$ cat config.mk
export PLATFORM = sky130hd
export DESIGN_NAME = mul_sequencer_flat
export DESIGN_NICKNAME = d
export VERILOG_FILES = /design/src/rtl/mul_sequencer_if.sv /design/src/rtl/mul_sequencer.sv /design/src/flat_wrapper.sv
export SDC_FILE = /design/constraint.sdc
export NUM_CORES = 1
export LEC_CHECK = 0
export CORE_ASPECT_RATIO = 1.1
export CORE_MARGIN = 2
export CORE_UTILIZATION = 53
export CTS_CLUSTER_DIAMETER = 120
export DETAILED_ROUTE_END_ITERATION = 10
export GPL_TIMING_DRIVEN = 0
export PLACE_DENSITY = 0.75
export SYNTH_ARGS = -nofsm -noshare
export SYNTH_HDL_FRONTEND = slang
export SYNTH_SLANG_ARGS = --single-unit
$ cat constraint.sdc
create_clock -name clk_i -period 3.6 [get_ports clk_i]
set_input_delay 0.72 -clock clk_i [delete_from_list [all_inputs] [get_ports clk_i]]
set_output_delay 0.72 -clock clk_i [all_outputs]
set_load 0.02 [all_outputs]
$ cat src/rtl/mul_sequencer_if.sv
// Handshake/data bundle between the EX stage and the multiply sequencer.
// The EX stage (master) drives the ALU control, operands and flush; the
// sequencer (slave) returns stall, busy, the valid pulse and the product.
interface mul_sequencer_if #(
    parameter int WIDTH = 32
);
    logic [3:0]       ALUCtrl_i;
    logic [WIDTH-1:0] src1_i;
    logic [WIDTH-1:0] src2_i;
    logic             flush_i;
    logic             stall_o;
    logic             busy_o;
    logic             valid_o;
    logic [WIDTH-1:0] result_o;

    modport master (
        output ALUCtrl_i, src1_i, src2_i, flush_i,
        input  stall_o, busy_o, valid_o, result_o
    );

    modport slave (
        input  ALUCtrl_i, src1_i, src2_i, flush_i,
        output stall_o, busy_o, valid_o, result_o
    );
endinterface

$ cat src/rtl/mul_sequencer.sv
// Radix-2 shift-add multiply sequencer for the EX stage.
// A MUL code seen in IDLE captures both operands and runs exactly WIDTH
// add/shift iterations, stalling the pipeline meanwhile, then presents the
// low WIDTH bits of the product with a single-cycle valid pulse in DONE.
module mul_sequencer #(
    parameter int         WIDTH    = 32,
    parameter logic [3:0] MUL_CODE = 4'b1011
) (
    input logic             clk_i,
    input logic             rst_i,
    mul_sequencer_if.slave  bus
);
    localparam int CW = $clog2(WIDTH) + 1;

    typedef enum logic [1:0] {
        IDLE = 2'd0,
        BUSY = 2'd1,
        DONE = 2'd2
    } state_t;

    state_t              state;
    state_t              state_next;
    logic [2*WIDTH-1:0]  mcand;
    logic [2*WIDTH-1:0]  acc;
    logic [2*WIDTH-1:0]  acc_sum;
    logic [WIDTH-1:0]    mplier;
    logic [WIDTH-1:0]    result_r;
    logic [CW-1:0]       cnt;
    logic                start;
    logic                last_iter;
    logic                stall;
    logic                busy;
    logic                valid;

    // Starting is only legal from IDLE, so a MUL still sitting in EX during
    // DONE cannot retrigger; reset is folded in so stall drops the moment
    // reset is asserted, even while a MUL is on the control lines.
    assign start     = rst_i && (state == IDLE) && (bus.ALUCtrl_i == MUL_CODE) && !bus.flush_i;
    assign last_iter = (cnt == CW'(WIDTH - 1));
    assign acc_sum   = mplier[0] ? (acc + mcand) : acc;

    // State register with asynchronous active-low reset
    always_ff @(posedge clk_i or negedge rst_i) begin
        if (!rst_i) begin
            state <= IDLE;
        end else begin
            state <= state_next;
        end
    end

    // Next-state and output decode; flush overrides everything and returns to IDLE
    always_comb begin
        state_next = state;
        stall      = 1'b0;
        busy       = 1'b0;
        valid      = 1'b0;
        case (state)
            IDLE: begin
                stall = start;
                if (start) begin
                    state_next = BUSY;
                end
            end
            BUSY: begin
                busy  = 1'b1;
                stall = 1'b1;
                if (last_iter) begin
                    state_next = DONE;
                end
            end
            DONE: begin
                valid      = 1'b1;
                state_next = IDLE;
            end
            default: begin
                state_next = IDLE;
            end
        endcase
        if (bus.flush_i) begin
            state_next = IDLE;
            stall      = 1'b0;
            valid      = 1'b0;
        end
    end

    // Operand capture, shift-add iteration and result latch on the final iteration
    always_ff @(posedge clk_i or negedge rst_i) begin
        if (!rst_i) begin
            mcand    <= '0;
            mplier   <= '0;
            acc      <= '0;
            cnt      <= '0;
            result_r <= '0;
        end else if (start) begin
            mcand  <= {{WIDTH{1'b0}}, bus.src1_i};
            mplier <= bus.src2_i;
            acc    <= '0;
            cnt    <= '0;
        end else if ((state == BUSY) && !bus.flush_i) begin
            acc    <= acc_sum;
            mcand  <= mcand << 1;
            mplier <= mplier >> 1;
            cnt    <= cnt + CW'(1);
            if (last_iter) begin
                result_r <= acc_sum[WIDTH-1:0];
            end
        end
    end

    assign bus.stall_o  = stall;
    assign bus.busy_o   = busy;
    assign bus.valid_o  = valid;
    assign bus.result_o = result_r;

endmodule

$ cat src/flat_wrapper.sv
// flat-port wrapper written by rule: the top's interface ports become plain ports
module mul_sequencer_flat 
#(
    parameter int         WIDTH    = 32,
    parameter logic [3:0] MUL_CODE = 4'b1011
)
  (clk_i, rst_i, bus_ALUCtrl_i, bus_src1_i, bus_src2_i, bus_flush_i, bus_stall_o, bus_busy_o, bus_valid_o, bus_result_o);
  mul_sequencer_if #(.WIDTH(WIDTH)) bus_i ();
  input logic clk_i;
  input logic rst_i;
  input wire logic [$bits(bus_i.ALUCtrl_i)-1:0] bus_ALUCtrl_i;
  input wire logic [$bits(bus_i.src1_i)-1:0] bus_src1_i;
  input wire logic [$bits(bus_i.src2_i)-1:0] bus_src2_i;
  input wire logic [$bits(bus_i.flush_i)-1:0] bus_flush_i;
  output wire logic [$bits(bus_i.stall_o)-1:0] bus_stall_o;
  output wire logic [$bits(bus_i.busy_o)-1:0] bus_busy_o;
  output wire logic [$bits(bus_i.valid_o)-1:0] bus_valid_o;
  output wire logic [$bits(bus_i.result_o)-1:0] bus_result_o;
  assign bus_i.ALUCtrl_i = bus_ALUCtrl_i;
  assign bus_i.src1_i = bus_src1_i;
  assign bus_i.src2_i = bus_src2_i;
  assign bus_i.flush_i = bus_flush_i;
  assign bus_stall_o = bus_i.stall_o;
  assign bus_busy_o = bus_i.busy_o;
  assign bus_valid_o = bus_i.valid_o;
  assign bus_result_o = bus_i.result_o;
  mul_sequencer #(.WIDTH(WIDTH), .MUL_CODE(MUL_CODE)) u_core (.clk_i(clk_i), .rst_i(rst_i), .bus(bus_i));
endmodule
==> run metrics, run 1 <==
final count of negative-setup-slack endpoints 0; CTS tree yes; Final Cell Area 9540 µm²; RSZ-0062 raised after global routing false; crit start category primary input; kind of critical path in -> out; fin. max-slew vios 0; most frequent cell after synthesis nand2_1; initial antenna violation count 0; Power Density 533 nW/µm²; Final min period 3.35 ns; ratio of cells with drive above 1 in the final layout 0.0576; final wirelength 20,800 µm; status finished, final reports clean; Routed Antenna Nets 0; GRT Total Usage 0.290; most frequent CP cell clkdlybuf4s50_1; worst slack at placement -0.930 ns; vias in the first global route 6,511; top post-synthesis cells by area dfrtp_1 46%, nand2_1 8.5%, mux2i_1 5.5%; EDFF count, synth 0; post-synthesis instance total 796; Layout area overhead 28.4%; total congestion overflow 0; Vert. Die Dim 128 µm; critical path arrival 2.63 ns; Yosys warnings 0; H-tree level count 4; CTS buffer count 17; Top FF cell, synth dfrtp_1; pin count of the biggest net entering global routing 55; Starting Density 0.541; global-route wire length before repair 33,200 µm; Top Ports 106; placed cell areas 8760 µm²; post-route setup slack 0.251 ns; setup TNS 0 ns; sequential area share after synthesis 0.458; ordered cell list for the critical path clkdlybuf4s50_1 > nand4b_1 > nor4_4 > buf_4 > nor2_4 > inv_1 > clkdlybuf4s50_1; CTS Root Cell clkbuf_16; Final Hold Viols 0; FF+latch count, synth 136; number of cell rows 45; Antenna Cells 0; peak supply drop 335 µV; synth unique cells 57; Worst setup EP type primary output; via count of the routed design 6,560; Crit path largest cell delay 0.55 ns; clock-pin slew on the worst setup and hold paths 0.06 ns; Placer Congestion 0.954; worst slew pin tran 0.823 ns; min-delay worst type in -> async; crit path max fanout 17; Fmax 0.299 GHz; die width 117 µm; area share of the largest cell type after synthesis 0.458; Clock Latency Late Sink 0.43 ns; Longest Clk Path Bufs 2; Die Area 15,000 µm²; Synth async-reset ratio 1.00; drc violations 0; leakage 4.63 nW; Synth Cell Area 7430 µm²; vias per cell 5.83; Final #Nets 1,029; Worst Path Required 2.88 ns; DRT Pass-1 Iters 5; IO buf count 105; period utilization 0.930; Worst path slowest cell clkdlybuf4s50_1; Pwr Total 5.09 mW; clk sinks 136; placed wire-length estimate 14,500 µm; Mapped Nets 900; max_slew headroom 0.451; Max Cap Viol 0; most frequent cells after synthesis 169 x nand2_1, 136 x dfrtp_1, 65 x o21ai_0; Setup Skew 0.00636 ns; Routed wire per std cell 18.5 µm; area of the core 13,700 µm²; Syn Area/Cell 9.34 µm²; Iteration-0 DRC Markers 507; Hold Buf Count CTS 0; area leader, netlist dfrtp_1
==> path summary, 6_finish.rpt <==
kind / slack [ns] / startpoint / depth (start not counted) / to
setup / recovery: 0.25 / bus_ALUCtrl_i[2] / 7 / bus_stall_o
hold / removal: 0.13 / rst_i / 1 / u_core.mcand[18]
setup reg to reg: 0.48 / u_core.acc[8] / 9 / u_core.bus.result_o[31]
hold reg to reg: 0.47 / u_core.mplier[26] / 2 / u_core.mplier[26]
max in group asynchronous: 2.89 / rst_i / 2 / u_core.state[0]
min in group clk_i: 0.47 / u_core.mplier[26] / 2 / u_core.mplier[26]
==> critical path: cells and delay by family <==
kind                   cells  cell delay (ns)
buffers and inverters      4             1.25
and+or+nand+nor            3             0.66
==> final cells by class <==
class,instances,area [µm²]
buffer,43,194
fill,1144,4200
inverter,11,41.3
tap,188,235
clock inverter,12,198
clock buffer,20,457
multi-input combinational,605,3810
timing repair buffer,111,1200
sequential,136,3400
==> layout by cell type, fill, tap and decap left out, drive strengths merged, types with 12 or more instances in the layout <==
cell type	synthesis	layout
clkbuf	36	56
and3	18	18
nand2	169	169
buf	8	12
a22oi	39	39
xnor2	21	21
mux2i	41	41
a22o	19	19
clkdlybuf4s50	0	104
a21oi	47	47
a21o	15	15
nor2	34	34
ha	32	32
dfrtp	136	136
o21ai	70	70
==> layer usage <==
metal	part of all wire	track usage
met1	0.42	0.373
met2	0.50	0.483
met3	0.059	0.0567
met4	0.024	0.106
met5	0	0
==> power breakdown <==
part	switching (mW)	internal (mW)	total (mW)
logic	0.674	0.509	1.18
registers	0.201	1.77	1.97
clock network	0.674	1.26	1.94
total	1.55	3.54	5.09
==> kinds of logic after synthesis <==
kind of cell	synth area share
AOI/OAI and AO/OA	0.202
and+or+nand+nor	0.157
xor gates and xnor gates	0.0377
DFF	0.458
buffers and inverters	0.0322
adders and majority gates	0.0566
muxes	0.0567
==> registers in the layout, indices dropped and copies added, names as in the netlist <==
register / flops
u_core.acc: 32
u_core.bus.result_o: 32
u_core.mcand: 32
u_core.mplier: 32
u_core.cnt: 6
u_core.state: 2
==> repair_timing <==
item / CTS / global route
pin swaps: 1 / 0
resized for setup: 6 / 1
setup buffers: 1 / 0
cloned: 2 / 1
setup endpoints to repair: 1 / 1
==> stage by stage <==
step / std cells / hold slack [ns] / util
global route: 1126 / 0.120 / 0.694
finish: 1126 / 0.129 / 0.694
detailed placement: 1091 / 0.465 / 0.638
floorplan: 796 / 0.424 / -
global placement: 1089 / 0.462 / 0.635
CTS: 1126 / 0.171 / 0.692
Note: power is estimated with default switching activity, not from simulation.
==> inputs of run 2 (changes only) <==
--- a/config.mk
+++ b/config.mk
@@ -7,11 +7,11 @@
 export LEC_CHECK = 0
 export CORE_ASPECT_RATIO = 1.1
 export CORE_MARGIN = 2
-export CORE_UTILIZATION = 53
+export CORE_UTILIZATION = 50
 export CTS_CLUSTER_DIAMETER = 120
 export DETAILED_ROUTE_END_ITERATION = 10
 export GPL_TIMING_DRIVEN = 0
-export PLACE_DENSITY = 0.75
+export PLACE_DENSITY = 0.74
 export SYNTH_ARGS = -nofsm -noshare
 export SYNTH_HDL_FRONTEND = slang
 export SYNTH_SLANG_ARGS = --single-unit
==> constraint.sdc (replaced) <==
create_clock -name clk_i -period 3 [get_ports clk_i]
set_input_delay 0.6 -clock clk_i [delete_from_list [all_inputs] [get_ports clk_i]]
set_output_delay 0.6 -clock clk_i [all_outputs]
set_load 0.02 [all_outputs]
==> run metrics, run 2 (same netlist as run 1, synthesis figures left out) <==
status finished, final reports clean; vias per cell 5.76; clock-pin slew on the worst setup and hold paths 0.06 ns; Antenna Cells 0; period utilization 0.973; Worst path slowest cell or4_1; Worst setup EP type flop; CTS tree yes; ratio of cells with drive above 1 in the final layout 0.0725; max_slew headroom 0.457; Top Ports 106; Iteration-0 DRC Markers 417; total congestion overflow 0; Worst Path Required 3.35 ns; Layout area overhead 27.3%; initial antenna violation count 0; Fmax 0.342 GHz; placed wire-length estimate 14,200 µm; critical path arrival 3.27 ns; crit start category flop; Clock Latency Late Sink 0.42 ns; kind of critical path reg -> reg; worst r2r src u_core.mcand[3]; CP bufs+invs 1; Starting Density 0.512; DRT Pass-1 Iters 5; H-tree level count 4; R2R Path End u_core.bus.result_o[26]; global-route wire length before repair 32,900 µm; number of cell rows 46; Longest Clk Path Bufs 2; final wirelength 20,200 µm; vias in the first global route 6,500; drc violations 0; ordered cell list for the critical path ha_1 > inv_1 > o311a_1 > o211ai_1 > a311oi_2 > o31ai_2 > o21ai_2 > or4_1 > nand3_1; commonest non-fill, non-tap cell in the layout nand2_1; Setup Skew 0.00958 ns; Max Cap Viol 0; Final Cell Area 9460 µm²; Stages on worst setup path 9; clk sinks 136; Die Area 15,900 µm²; Routed wire per std cell 17.9 µm; peak supply drop 451 µV; leakage 4.57 nW; Final min period 2.92 ns; Crit path largest cell delay 0.42 ns; final count of negative-setup-slack endpoints 0; via count of the routed design 6,509; Vert. Die Dim 132 µm; Final Hold Viols 0; pin count of the biggest net entering global routing 92; worst slew pin tran 0.815 ns; Placer Congestion 0.920; Routed Antenna Nets 0; Inst Count DP 1,095; CTS Root Cell clkbuf_16; worst r2r path cells 9; Final #Nets 1,030; GRT Total Usage 0.263; IO buf count 105; crit path max fanout 3; fin. max-slew vios 0; min-delay worst type in -> async; fin cells 1,130; most frequent cells in the layout 169 x nand2_1, 136 x dfrtp_1, 103 x clkdlybuf4s50_1; CTS buffer count 17; Power Density 617 nW/µm²; die width 120 µm; worst reg-to-reg setup slack 0.08 ns; placed cell areas 8760 µm²; CP delay by family, top compound AO/OA/AOI/OAI gates; area of the core 14,500 µm²
-- run 2: changes by cell type in the layout (fill, tap and decap cells not counted), moves of 2 or more --
cell,before,now
ha_1,32,28
a21oi_1,47,44
ha_4,0,2
bufbuf_16,2,0
buf_4,2,6
bufinv_16,5,2
clkinv_4,2,0
a21oi_2,0,3
clkbuf_2,0,2
clkinv_2,3,5
ha_2,0,2
-- run 2: final cells by class --
class	instances	area [µm²]
fill	1225	5050
buffer	43	196
sequential	136	3400
multi-input combinational	605	3880
inverter	11	41.3
tap	192	240
clock inverter	9	100
clock buffer	22	464
timing repair buffer	112	1130
-- run 2: power by group --
| group | internal [mW] | total (mW) | switching (mW) | leakage, nW |
|---|---|---|---|---|
| Sequential | 2.12 | 2.36 | 0.237 | 1.83 |
| Combinational | 0.623 | 1.45 | 0.823 | 2.47 |
| Clock | 1.25 | 2.03 | 0.775 | 0.276 |
| Total | 4.00 | 5.83 | 1.84 | 4.57 |
-- run 2: layer usage --
metal,GRT usage,wire length [µm],vias to the layer above
met2,0.442,9950,201
met1,0.348,8940,3168
met3,0.0510,1130,23
met5,0,0,-
met4,0.0698,208,0
li1,-,-,3117
-- run 2: worst max path at each step --
stage / from / to / slack [ns]
3_5_place_dp: rst_i / bus_stall_o / -0.83
2_1_floorplan: bus_ALUCtrl_i[2] / bus_stall_o / 0.20
3_3_place_gp: rst_i / bus_stall_o / -7.02
5_1_grt: u_core.mcand[3] / u_core.bus.result_o[26] / -0.02
6_report: u_core.mcand[3] / u_core.bus.result_o[26] / 0.08
4_1_cts: u_core.acc[13] / u_core.bus.result_o[31] / 0.03
-- run 2: what timing repair did --
item                                    in CTS  in global routing
setup buffers                                1                  4
hold buffers                                 0                  0
pin swaps                                    1                  9
endpoints found under the setup margin       3                 26
gates resized for setup                      7                 18
-- run 2: metrics by stage --
stage	hold WS, ns	total power, mW	setup TNS (ns)	util	worst slack (ns)
after global placement	0.462	3.72	-1175.75	0.601	-7.02
after floorplan	0.304	3.29	0	-	0.199
final	0.0665	5.83	0	0.652	0.0801
after CTS	0.0730	5.79	0	0.646	0.0272
after global routing	0.0760	6.15	-0.0424	0.652	-0.0232
after detailed placement	0.462	3.76	-11.52	0.604	-0.832
